File: src/rtl/lt100_uart_if.sv
// lt100 system bus port for the UART peripheral.
// The CPU side drives enable/wr_en/addr/i_data/be; the UART answers.
interface lt100_uart_if;
  logic        enable;
  logic        wr_en;
  logic [31:0] addr;
  logic [31:0] i_data;
  logic [3:0]  be;
  logic        ready;
  logic [31:0] o_data;
  logic        bus_err;

  modport master (
    output enable, wr_en, addr, i_data, be,
    input  ready, o_data, bus_err
  );

  modport slave (
    input  enable, wr_en, addr, i_data, be,
    output ready, o_data, bus_err
  );
endinterface

File: src/rtl/lt100_uart.sv
// lt100 UART: RX FIFO, single-byte TX shifter,
// runtime baud divisor and level RX interrupt.
module lt100_uart #(
  parameter int CLKS_PER_BIT    = 234,
  parameter int FIFO_DEPTH_LOG2 = 4
) (
  input  logic         clk,
  input  logic         rst,
  lt100_uart_if.slave  bus,
  output logic         irq,
  input  logic         rx_pin,
  output logic         tx_pin
);

  localparam int AW    = FIFO_DEPTH_LOG2;
  localparam int CW    = AW + 1;
  localparam int DEPTH = 1 << AW;

  typedef enum logic [1:0] {
    B_IDLE, B_ACCESS, B_DONE
  } bus_st_t;

  typedef enum logic [1:0] {
    R_IDLE, R_START, R_DATA, R_STOP
  } rx_st_t;

  bus_st_t bst, bst_nxt;
  rx_st_t  rst_q, rst_nxt;

  logic [15:0]   div;
  logic          irq_en;
  logic          overrun;
  logic          framing;

  logic [7:0]    mem [DEPTH];
  logic [AW-1:0] wr_ptr;
  logic [AW-1:0] rd_ptr;
  logic [CW-1:0] rx_count;
  logic          nonempty;
  logic          full;

  logic          rx_meta, rx_s, rx_prev;
  logic [15:0]   rx_cnt;
  logic [15:0]   rx_div;
  logic [2:0]    rx_bit;
  logic [7:0]    rx_sh;
  logic          rx_push;
  logic          rx_fall, rx_half, rx_end;
  logic          frm_evt;

  logic          tx_busy;
  logic [8:0]    tx_sh;
  logic [15:0]   tx_cnt;
  logic [15:0]   tx_div;
  logic [3:0]    tx_bits;

  logic          acc, aligned;
  logic          sel_data, sel_stat;
  logic          sel_ctrl, sel_div;
  logic          do_pop, tx_load;
  logic          ctrl_wr, div_wr;
  logic          push_ok, ovf_evt;
  logic [31:0]   rdata;
  logic          unused_ok;

  assign unused_ok = ^{bus.addr[31:4],
                       bus.i_data[31:16],
                       bus.be[3:1]};

  // Bus access FSM
  always_ff @(posedge clk or posedge rst) begin
    if (rst) bst <= B_IDLE;
    else     bst <= bst_nxt;
  end

  always_comb begin
    bst_nxt = bst;
    unique case (bst)
      B_IDLE:   if (bus.enable) bst_nxt = B_ACCESS;
      B_ACCESS: bst_nxt = B_DONE;
      B_DONE:   if (!bus.enable) bst_nxt = B_IDLE;
      default:  bst_nxt = B_IDLE;
    endcase
  end

  assign acc      = (bst == B_ACCESS);
  assign aligned  = (bus.addr[1:0] == 2'b00);
  assign sel_data = (bus.addr[3:2] == 2'd0);
  assign sel_stat = (bus.addr[3:2] == 2'd1);
  assign sel_ctrl = (bus.addr[3:2] == 2'd2);
  assign sel_div  = (bus.addr[3:2] == 2'd3);

  assign nonempty = (rx_count != '0);
  assign full     = (rx_count == CW'(DEPTH));

  assign do_pop  = acc & aligned & ~bus.wr_en
                 & sel_data & nonempty;
  assign tx_load = acc & aligned & bus.wr_en
                 & sel_data & bus.be[0] & ~tx_busy;
  assign ctrl_wr = acc & aligned & bus.wr_en & sel_ctrl;
  assign div_wr  = acc & aligned & bus.wr_en & sel_div;

  always_comb begin
    rdata = '0;
    unique case (1'b1)
      sel_data:
        if (nonempty) rdata = {23'b0, 1'b1, mem[rd_ptr]};
      sel_stat:
        rdata = {23'b0, 5'(rx_count), framing,
                 overrun, tx_busy, nonempty};
      sel_ctrl: rdata = {31'b0, irq_en};
      sel_div:  rdata = {16'b0, div};
      default:  rdata = '0;
    endcase
  end

  // ready trails DONE by a cycle and falls once enable is seen low
  always_ff @(posedge clk or posedge rst) begin
    if (rst) begin
      bus.ready   <= 1'b0;
      bus.o_data  <= '0;
      bus.bus_err <= 1'b0;
    end else begin
      bus.ready <= (bst == B_DONE) & bus.enable;
      if (acc) begin
        bus.bus_err <= ~aligned;
        bus.o_data  <= (aligned && !bus.wr_en) ? rdata : '0;
      end
    end
  end

  always_ff @(posedge clk or posedge rst) begin
    if (rst) begin
      div     <= 16'(CLKS_PER_BIT);
      irq_en  <= 1'b0;
      overrun <= 1'b0;
      framing <= 1'b0;
      irq     <= 1'b0;
    end else begin
      irq <= irq_en & nonempty;
      if (div_wr)
        div <= (bus.i_data[15:0] < 16'd4) ?
               16'd4 : bus.i_data[15:0];
      if (ctrl_wr) irq_en <= bus.i_data[0];
      if (ovf_evt)
        overrun <= 1'b1;
      else if (ctrl_wr && bus.i_data[2])
        overrun <= 1'b0;
      if (frm_evt)
        framing <= 1'b1;
      else if (ctrl_wr && bus.i_data[3])
        framing <= 1'b0;
    end
  end

  // A pop in the same cycle frees the slot even when full
  assign push_ok = rx_push & (~full | do_pop);
  assign ovf_evt = rx_push & full & ~do_pop;

  always_ff @(posedge clk) begin
    if (push_ok) mem[wr_ptr] <= rx_sh;
  end

  always_ff @(posedge clk or posedge rst) begin
    if (rst) begin
      wr_ptr   <= '0;
      rd_ptr   <= '0;
      rx_count <= '0;
    end else begin
      if (push_ok) wr_ptr <= wr_ptr + 1'b1;
      if (do_pop)  rd_ptr <= rd_ptr + 1'b1;
      rx_count <= rx_count + CW'(push_ok) - CW'(do_pop);
    end
  end

  always_ff @(posedge clk or posedge rst) begin
    if (rst) begin
      rx_meta <= 1'b1;
      rx_s    <= 1'b1;
      rx_prev <= 1'b1;
    end else begin
      rx_meta <= rx_pin;
      rx_s    <= rx_meta;
      rx_prev <= rx_s;
    end
  end

  assign rx_fall = rx_prev & ~rx_s;
  assign rx_half = (rx_cnt == (rx_div >> 1));
  assign rx_end  = (rx_cnt == rx_div - 16'd1);
  assign frm_evt = (rst_q == R_STOP) & rx_end & ~rx_s;

  always_ff @(posedge clk or posedge rst) begin
    if (rst) rst_q <= R_IDLE;
    else     rst_q <= rst_nxt;
  end

  always_comb begin
    rst_nxt = rst_q;
    unique case (rst_q)
      R_IDLE:
        if (rx_fall) rst_nxt = R_START;
      R_START:
        if (rx_half) rst_nxt = rx_s ? R_IDLE : R_DATA;
      R_DATA:
        if (rx_end && rx_bit == 3'd7) rst_nxt = R_STOP;
      R_STOP:
        if (rx_end) rst_nxt = R_IDLE;
      default: rst_nxt = R_IDLE;
    endcase
  end

  always_ff @(posedge clk or posedge rst) begin
    if (rst) begin
      rx_cnt  <= '0;
      rx_div  <= 16'(CLKS_PER_BIT);
      rx_bit  <= '0;
      rx_sh   <= '0;
      rx_push <= 1'b0;
    end else begin
      rx_push <= (rst_q == R_STOP) & rx_end & rx_s;
      unique case (rst_q)
        R_IDLE: begin
          rx_cnt <= '0;
          rx_bit <= '0;
          rx_div <= div;
        end
        R_START:
          if (rx_half) begin
            rx_cnt <= '0;
            rx_div <= div;
          end else rx_cnt <= rx_cnt + 16'd1;
        R_DATA:
          if (rx_end) begin
            rx_cnt <= '0;
            rx_div <= div;
            rx_sh  <= {rx_s, rx_sh[7:1]};
            rx_bit <= rx_bit + 3'd1;
          end else rx_cnt <= rx_cnt + 16'd1;
        R_STOP:
          if (rx_end) rx_cnt <= '0;
          else        rx_cnt <= rx_cnt + 16'd1;
        default: rx_cnt <= '0;
      endcase
    end
  end

  // tx_sh holds data then the stop bit; start is driven on load
  always_ff @(posedge clk or posedge rst) begin
    if (rst) begin
      tx_pin  <= 1'b1;
      tx_busy <= 1'b0;
      tx_sh   <= '0;
      tx_cnt  <= '0;
      tx_bits <= '0;
      tx_div  <= 16'(CLKS_PER_BIT);
    end else if (tx_load) begin
      tx_pin  <= 1'b0;
      tx_busy <= 1'b1;
      tx_sh   <= {1'b1, bus.i_data[7:0]};
      tx_cnt  <= '0;
      tx_bits <= '0;
      tx_div  <= div;
    end else if (tx_busy) begin
      if (tx_cnt == tx_div - 16'd1) begin
        tx_cnt <= '0;
        tx_div <= div;
        if (tx_bits == 4'd9) begin
          tx_busy <= 1'b0;
        end else begin
          tx_pin  <= tx_sh[0];
          tx_sh   <= {1'b1, tx_sh[8:1]};
          tx_bits <= tx_bits + 4'd1;
        end
      end else tx_cnt <= tx_cnt + 16'd1;
    end
  end

endmodule
File: src/flat_wrapper.sv
// flat-port wrapper written by rule: the top's interface ports become plain ports
module lt100_uart_flat 
#(
  parameter int CLKS_PER_BIT    = 234,
  parameter int FIFO_DEPTH_LOG2 = 4
)
  (clk, rst, irq, rx_pin, tx_pin, bus_enable, bus_wr_en, bus_addr, bus_i_data, bus_be, bus_ready, bus_o_data, bus_bus_err);
  lt100_uart_if bus_i ();
  input  logic clk;
  input  logic rst;
  output logic irq;
  input  logic rx_pin;
  output logic tx_pin;
  input wire logic [$bits(bus_i.enable)-1:0] bus_enable;
  input wire logic [$bits(bus_i.wr_en)-1:0] bus_wr_en;
  input wire logic [$bits(bus_i.addr)-1:0] bus_addr;
  input wire logic [$bits(bus_i.i_data)-1:0] bus_i_data;
  input wire logic [$bits(bus_i.be)-1:0] bus_be;
  output wire logic [$bits(bus_i.ready)-1:0] bus_ready;
  output wire logic [$bits(bus_i.o_data)-1:0] bus_o_data;
  output wire logic [$bits(bus_i.bus_err)-1:0] bus_bus_err;
  assign bus_i.enable = bus_enable;
  assign bus_i.wr_en = bus_wr_en;
  assign bus_i.addr = bus_addr;
  assign bus_i.i_data = bus_i_data;
  assign bus_i.be = bus_be;
  assign bus_ready = bus_i.ready;
  assign bus_o_data = bus_i.o_data;
  assign bus_bus_err = bus_i.bus_err;
  lt100_uart #(.CLKS_PER_BIT(CLKS_PER_BIT), .FIFO_DEPTH_LOG2(FIFO_DEPTH_LOG2)) u_core (.clk(clk), .rst(rst), .bus(bus_i), .irq(irq), .rx_pin(rx_pin), .tx_pin(tx_pin));
endmodule
File: config.mk
export PLATFORM = sky130hd
export DESIGN_NAME = lt100_uart_flat
export DESIGN_NICKNAME = d
export VERILOG_FILES = /design/src/rtl/lt100_uart_if.sv /design/src/rtl/lt100_uart.sv /design/src/flat_wrapper.sv
export SDC_FILE = /design/constraint.sdc
export NUM_CORES = 1
export LEC_CHECK = 0
export ABC_AREA = 1
export BUFFER_PORTS_ARGS = -buffer_cell sky130_fd_sc_hd__buf_2
export CAP_MARGIN = 10
export CORE_AREA = 2 2 171 173
export DETAILED_ROUTE_END_ITERATION = 10
export DIE_AREA = 0 0 173 175
export MAX_ROUTING_LAYER = met4
export PLACE_DENSITY_LB_ADDON = 0.3
export SLEW_MARGIN = 20
export SYNTH_ARGS = -nofsm -noshare
export SYNTH_HDL_FRONTEND = slang
export SYNTH_SLANG_ARGS = --single-unit
File: constraint.sdc
create_clock -name clk -period 9.9 [get_ports clk]
set_input_delay 1.98 -clock clk [delete_from_list [all_inputs] [get_ports clk]]
set_output_delay 1.98 -clock clk [all_outputs]
set_load 0.05 [all_outputs]
Word-level counts from Yosys, hierarchy flattened. Memories as Yosys holds them, arrays and structs flattened. Cells that the tools add are included.

Mux-type cells: 49. Shifts and indexed selects: 0. Eq/ne operators: 22. Order comparisons: 1. $add $sub $neg: 10. Divide/modulo/power cells: 0. Reductions and logical operators: 24. Bitwise operators: 26. Multiply operators: 0.

Operator list (number): two-way mux 16 bit (12); one-hot mux 16 bit (3 select lines) (2); one-hot mux 16 bit (4 select lines) (1); two-way mux 9 bit (5); adder 16 x 1 -> 16 bit, second input constant (2); equality test 16 bit (2); subtractor 16 x 1 -> 16 bit, second input constant (2); AND 1 bit (19); equality test 16 x 15 -> 1 bit (1); < comparator 16 x 3 -> 1 bit, second input constant (1); two-way mux 4 bit (4); two-way mux 1 bit (14); two-way mux 2 bit (7); adder 4 x 1 -> 4 bit, second input constant (3); inequality test 2 x 1 -> 1 bit, second input constant (6); equality test 2 bit, second input constant (5); nonzero test 2 bit (5); zero test 2 bit (4); one-hot mux 2 bit (4 select lines) (1); AND reduction 2 bit (4); equality test 2 x 1 -> 1 bit, second input constant (3); inverter 1 bit (6); one-hot mux 2 bit (3 select lines) (1); one-hot mux 3 bit (2 select lines) (1); other kinds (16) (21).

Output and inout port bits: 36. Bits in latches: 0. Register bits: 165. RAM bits: 128. ROM bits: 0. Input port bits: 73. Memories: 1.

Memories: u_core.mem (depth 16, bits a word 8, rd ports 1, clocked after memory_dff 0, wr ports 1, RTL line lt100_uart.sv:35) `logic [7:0] mem [DEPTH];`.

Longest topological paths before layout. Gate-level depths: netlist of the first run.

Depth in word-level cells: 9. Depth in mapped cells: 17. Mapped depth without buffers: 17.

Least setup slack after synthesis of the first run. OpenSTA, ideal clock, no wires.

Path kind: input-to-reg. Start point: in bus_addr[1]. End point: reg u_core.rx_count[4]. Stages on the path: 14. Arrival: 3.872 ns. Library setup time: 0.079 ns. Slack: 5.949 ns. Data required time: 9.821 ns. Path buffers: 0. Cells stage by stage: nor2_1 nand2_1 nor2_4 inv_2 nor2_4 inv_1 nand3_1 nand2_1 inv_2 ha_1 inv_1 fa_1 o21ai_0 xor2_1.

Cells in the longest elaborated chain, start to end: 9.

RTL lines: start, declared (RTL line flat_wrapper.sv:16) `input wire logic [$bits(bus_i.addr)-1:0] bus_addr;`; zero test 2 bit (*) (RTL line lt100_uart.sv:87) `assign aligned = (bus.addr[1:0] == 2'b00);`; AND 1 bit (*) (2 in a row) (RTL line lt100_uart.sv:96) `assign do_pop = acc & aligned & ~bus.wr_en`; AND 1 bit (*) (2 in a row) (RTL line lt100_uart.sv:97) `& sel_data & nonempty;`; OR 1 bit (RTL line lt100_uart.sv:157) `assign push_ok = rx_push & (~full | do_pop);`; AND 1 bit (RTL line lt100_uart.sv:157); adder 5 x 1 -> 5 bit (RTL line lt100_uart.sv:172) `rx_count <= rx_count + CW'(push_ok) - CW'(do_pop);`; subtractor 5 x 1 -> 5 bit (*) (RTL line lt100_uart.sv:172); end signal, assigned (RTL line lt100_uart.sv:172); end, declared (RTL line lt100_uart.sv:38) `logic [CW-1:0] rx_count;`.

Every way passes the cells marked *; elsewhere a longest branch is shown, timed or not. A chain may end at the register's enable or synchronous reset.

Worst setup path after layout of the first run.
Start point: in bus_addr[1]. End point: reg u_core.tx_bits[1].

Cells in the longest elaborated chain, start to end: 8. Elaborated cells on any way between the ends: 11. Classes of those cells: 1 x eq/ne; 1 x mux; 5 x bitwise; 4 x reduce/logical.

RTL lines: zero test 2 bit (*) (RTL line lt100_uart.sv:87); AND 1 bit (*) (2 in a row) (RTL line lt100_uart.sv:98) `assign tx_load = acc & aligned & bus.wr_en`; AND 1 bit (*) (3 in a row) (RTL line lt100_uart.sv:99) `& sel_data & bus.be[0] & ~tx_busy;`; inequality test 2 x 1 -> 1 bit (no source line) or nonzero test 2 bit (tied branches); AND reduction 3 bit (no source line); end signal, assigned (RTL line lt100_uart.sv:273) `tx_bits <= tx_bits + 4'd1;`; end, declared (RTL line lt100_uart.sv:55) `logic [3:0] tx_bits;`.

Marked as above.

==> results of run 1 <==
sequential cells by signal (all words and copies together) (netlist names), 2 cells and up, named ones only:
name and count:
u_core.rx_cnt 16, u_core.mem 128, u_core.rx_bit 3, u_core.wr_ptr 4
u_core.rd_ptr 4, u_core.tx_cnt 16, u_core.tx_div 16, u_core.tx_sh 9
u_core.bst 2, u_core.rx_count 5, u_core.rx_sh 8, u_core.bus.o_data 16
u_core.div 16, u_core.rx_div 16, u_core.tx_bits 4
metrics by stage:
step / area [um^2] / instances
6_report: 15400 / 1961
5_1_grt: 15400 / 1961
4_1_cts: 15400 / 1961
3_5_place_dp: 14400 / 1907
3_3_place_gp: 14400 / 1907
2_1_floorplan: 14100 / 1550
kinds of logic (layout without fill, tap and decap cells):
logic type | count (synthesis) | count (layout)
other cells | 1 | 16
xor+xnor | 72 | 72
fa+ha+maj | 20 | 20
compound gates | 225 | 225
buf+inv | 221 | 248
simple gates | 719 | 719
flops | 277 | 277
cell usage in the layout, fill, tap and decap left out, types with 21 or more instances in the layout:
cell and instances:
buf_2 45, clkbuf_16 32, dfrtp_1 129, edfxtp_1 128, inv_1 131, nand2_1 310
nand3_1 98, nand4_1 29, nor2_1 203, nor3_1 22, o211ai_1 25, o21ai_0 137
xnor2_1 21, xor2_1 51
metal layers:
| metal | track usage (%) | wire, um | vias up |
|---|---|---|---|
| li1 | - | - | 5120 |
| met1 | 28.4 | 14200 | 4949 |
| met2 | 35.9 | 15400 | 253 |
| met3 | 2.57 | 1340 | 71 |
| met4 | 7.13 | 1050 | 0 |
| met5 | - | 0 | - |
final cells by class:
class,count,area [um^2],area share (%)
inverters,144,546,3.54
flip-flops and latches,277,7600,49.3
clock inverters,13,140,0.909
multi-input cells,1052,5510,35.8
well taps,384,480,3.12
clock buffers,41,875,5.68
repair buffers,50,263,1.70
worst register-to-register path, cell delays in order, from the launching register on:
cell,delay [ns]
dfrtp_1,0.39
inv_1,0.07
nand2_2,0.24
inv_1,0.16
nand2_1,0.11
inv_1,0.11
nand4_1,0.14
nor2_1,0.58
inv_1,0.67
nand2_1,0.70
nand3_1,0.16
nand2_1,0.09
power by group:
group / switching, uW / internal, uW
registers: 126 / 1320
clock network: 469 / 673
logic: 666 / 304
total: 1260 / 2290
worst paths after layout:
| check | startpoint | endpoint | slack (ns) |
|---|---|---|---|
| hold / removal | u_core.rx_meta | u_core.rx_s | 0.36 |
| min in group asynchronous | rst | u_core.bus.o_data[10] | 1.55 |
| hold reg to reg | u_core.rx_meta | u_core.rx_s | 0.36 |
| max in group asynchronous | rst | u_core.rd_ptr[0] | 6.93 |
| setup / recovery | bus_addr[1] | u_core.tx_bits[1] | 5.70 |
| setup reg to reg | u_core.bst[1] | u_core.tx_bits[1] | 6.43 |
==> flow_metrics.tcl, run 1 <==
set metrics [dict create \
    syn-cell-area_um2 14000 \
    critPathLaunchType "input port" \
    insertion_delay_ns 0.56 \
    cts_root_buffer "clkbuf_16" \
    cts_tree "yes" \
    cap_violations 0 \
    path_delay_family "simple AND/OR/NAND/NOR gates" \
    synth_cells 1535 \
    grt_pass1_wl_mm 52.1 \
    worst_ep_required_time_ns 10.41 \
    power.density_nw_per_um2 231 \
    drt_iter0_markers 762 \
    cts_hold_buf 0 \
    cts_inserted_buffers 29 \
    cts.sinks 277 \
    p_leak_uw 0.00677 \
    synth_area_leaders "edfxtp_1 27%, dfrtp_1 23%, nand2_1 8.3%" \
    synth_compound_area_share_pct 9.52 \
    clk_path_buf_depth 3 \
    ys_top_cells_by_count "310 x nand2_1, 204 x nor2_1, 137 x o21ai_0" \
    synthAdderAreaFrac_pct 1.84 \
    drt-wirelength-per-cell_um 16.3 \
    ys.warnings.count 0 \
    fill_cells 2573 \
    min_period_ns 4.20 \
    drt-pass1-iter-count 5 \
    post-route-util_pct 54.3 \
    post_cts_resized 0 \
    avgSynthCellArea_um2 9.15 \
    hold_viol 0 \
    core_area_um2 28400 \
    cp-end-kind "flop" \
    tns_ns 0 \
    cts-htree-levels 1 \
    path_cells "buf_2, nor2_1, nand2_1, inv_1, nand4_1, nor2_1, inv_1, nand2_1, nand3_1, nand2_1" \
    die-area_um2 30300 \
    gr-total-overflow 0 \
    slew_headroom_pct 29.7 \
    drive_gt1_share_pct 11.9 \
    reg2reg_depth 11 \
    critPathArrivalTime_ns 4.71 \
    drv_slew 0 \
    crit_path_top_delay_cell "nand2_1" \
    setup_viol 0 \
    via_per_inst 5.30 \
    grt_max_degree 81 \
    area_growth_pct 9.78 \
    cp_num_buf_inv 3 \
    nNetsFinal 1647 \
    dpl.hpwl_mm 21.9 \
    antenna_found_initial 0 \
    detail-route-antenna-nets 0 \
    pin_count 109 \
    synth-xor-area-share_pct 4.49 \
    skew_ns 0.0110 \
    synth_async_sr_flop_share_pct 53.8 \
    io_buffer_count 45 \
    ys_seq_area_share_pct 54.1 \
    cp.depth 10 \
    cpMostUsedCell "nand2_1" \
    worst_hold_slack_ns 0.357 \
    gr-usage-all-layers_pct 21.8 \
    period_share_pct 42.5 \
    cts_setup_buffers 0 \
    finalWirelength_mm 31.9 \
    gp_congestion 0.912 \
    initial_core_util_pct 49.4 \
    cts.clk_slew.worst_paths_ns 0.07 \
    synth_top_family_by_area "simple AND/OR/NAND/NOR gates" \
    hold_path_depth 0 \
    ys_seq_elements 277 \
    status "finished, final reports clean" \
    synth_top_area_cell "edfxtp_1" \
    diodes 0 \
    synth_edf_count 128 \
    synthMostInstantiatedCell "nand2_1" \
    fp-row-count 62 \
    finalPower_uw 3560 \
    drcViolationCount 0 \
    ir_drop_uv 192 \
    synthSimpleGateAreaFrac_pct 23.0 \
    synth-main-ff-cell "dfrtp_1" \
    pre_cts_slack_ns 5.11 \
    rsz0062_at_grt "no" \
    worst_slack_ns 5.70 \
    grt_pass1_vias 10018 \
    max_slew.worst_pin.slew_ns 1.05 \
    chipWidth_um 173 \
    worstHoldPathType "reg -> reg" \
    ys_types 50 \
    clock.fmax_ghz 0.238 \
    synthMuxAreaShare_pct 0 \
    crit_path_max_incr_delay_ns 0.70 \
    path_class "in -> reg" \
    synth_top_area_share_pct 27.4 \
    vias 10393 \
    path_max_fanout 32 \
    die_h_um 175 \
]
Note: power is estimated with default switching activity, not from simulation.
==> run 2, diff against run 1 <==
==> constraint.sdc (replaced) <==
create_clock -name clk -period 3.7 [get_ports clk]
set_input_delay 0.74 -clock clk [delete_from_list [all_inputs] [get_ports clk]]
set_output_delay 0.74 -clock clk [all_outputs]
set_load 0.05 [all_outputs]
==> run 2 against run 1 <==
  * Flip-flop and latch count unchanged
  * Design area increased by 0.97%
  * Die area unchanged
  * Critical endpoint is now u_core.rx_count[4]
  * Highest routed layer unchanged
==> flow_metrics.tcl, run 2 (synthesis gave the netlist of run 1 again) <==
set metrics [dict create \
    cts.sinks 277 \
    drt-wirelength-per-cell_um 16.1 \
    die-area_um2 30300 \
    cts_hold_buf 0 \
    cts-htree-levels 1 \
    nNetsFinal 1669 \
    clk_path_buf_depth 3 \
    finalWirelength_mm 32.0 \
    max_slew.worst_pin.slew_ns 0.919 \
    regMostFlops "u_core.mem" \
    cp-end-kind "flop" \
    drv_slew 0 \
    largest_reg_flops 128 \
    area_growth_pct 10.8 \
    slew_headroom_pct 38.6 \
    drt-pass1-iter-count 5 \
    clock.fmax_ghz 0.327 \
    initial_core_util_pct 49.4 \
    fill_cells 2585 \
    p_leak_uw 0.00685 \
    cts_root_buffer "clkbuf_16" \
    antenna_found_initial 0 \
    grt_pass1_wl_mm 52.2 \
    min_period_ns 3.05 \
    final_cells 1984 \
    insertion_delay_ns 0.58 \
    final_common_cell "nand2_1" \
    hold_viol 0 \
    status "finished, final reports clean" \
    cts_tree "yes" \
    gr-usage-all-layers_pct 21.9 \
    place_inst 1928 \
    worst_hold_slack_ns 0.263 \
    period_share_pct 82.6 \
    die_h_um 175 \
    detail-route-antenna-nets 0 \
    dpl.hpwl_mm 22.3 \
    skew_ns 0.0159 \
    cap_violations 0 \
    hold_path_depth 1 \
    setup_viol 0 \
    cts_inserted_buffers 30 \
    vias 10558 \
    diodes 0 \
    critPathArrivalTime_ns 3.56 \
    grt_max_degree 68 \
    core_area_um2 28400 \
    reg2reg_depth 16 \
    chipWidth_um 173 \
    cts_setup_buffers 0 \
    drcViolationCount 0 \
    pin_count 109 \
    fp-row-count 62 \
    layout_common_cells "310 x nand2_1, 203 x nor2_1, 137 x o21ai_0" \
    gp_congestion 0.894 \
    worstHoldPathType "in -> reg" \
    path_class "reg -> reg" \
    worst_ep_required_time_ns 4.20 \
    rsz0062_at_grt "no" \
    drive_gt1_share_pct 12.8 \
    post_cts_resized 0 \
    power.density_nw_per_um2 608 \
    grt_pass1_vias 10140 \
    cts.clk_slew.worst_paths_ns 0.06 \
    via_per_inst 5.32 \
    ir_drop_uv 422 \
    critPathLaunchType "flop" \
    drt_iter0_markers 796 \
    io_buffer_count 45 \
    gr-total-overflow 0 \
    tns_ns 0 \
    path_max_fanout 18 \
]
## run 2: path summary, 6_finish.rpt
| path | slack [ns] | end | start |
|---|---|---|---|
| setup / recovery | 0.65 | u_core.rx_count[4] | u_core.bst[1] |
| hold / removal | 0.26 | u_core.rx_meta | rx_pin |
| setup reg to reg | 0.65 | u_core.rx_count[4] | u_core.bst[1] |
| hold reg to reg | 0.36 | u_core.rx_s | u_core.rx_meta |
| max in group asynchronous | 2.47 | u_core.tx_pin | rst |
| min in group asynchronous | 0.33 | u_core.bus.o_data[10] | rst |
## run 2: final cells by class
type | instances | area, um^2 | area share (%)
Timing Repair Buffer | 71 | 433 | 2.78
Clock inverter | 19 | 218 | 1.40
Tap cell | 384 | 480 | 3.09
Clock buffer | 37 | 777 | 4.99
Sequential cell | 277 | 7600 | 48.8
Multi-Input combinational cell | 1052 | 5510 | 35.4
Inverter | 144 | 544 | 3.50
## run 2: layer usage
metal,global-route usage (%),vias up,share of wire [%]
met4,6.18,0,2.9
met1,28.9,5044,44
met5,-,-,0
met3,3.20,64,5.1
li1,-,5170,-
met2,35.7,280,48
## run 2: worst max-delay path, cell delays in order, from the launching register on
cell and delay, ns:
dfrtp_1 0.39, inv_1 0.07, nand2_2 0.23, inv_1 0.17, nand2_1 0.12, nor2_4 0.12
inv_2 0.10, nor2_4 0.21, inv_1 0.07, nand3_1 0.10, nand2_1 0.19, inv_2 0.17
ha_1 0.18, inv_1 0.05, fa_1 0.39, o21ai_0 0.26, xor2_1 0.16
## run 2: through the flow
step | setup slack (ns) | power, uW | instance area (um^2) | util (%)
after floorplan | 0.989 | 5960 | 14100 | -
after global placement | 0.640 | 6470 | 14600 | 51.3
after detailed placement | 0.603 | 6530 | 14600 | 51.3
after CTS | 0.658 | 9540 | 15600 | 54.8
after global routing | 0.335 | 10100 | 15600 | 54.8
final | 0.645 | 9460 | 15600 | 54.8
## run 2: power breakdown
| group | internal [uW] | leakage, uW | switching, uW |
|---|---|---|---|
| clock | 1770 | 0.000479 | 1210 |
| sequential | 3520 | 0.00315 | 336 |
| combinational | 831 | 0.00323 | 1790 |
| total | 6130 | 0.00685 | 3340 |
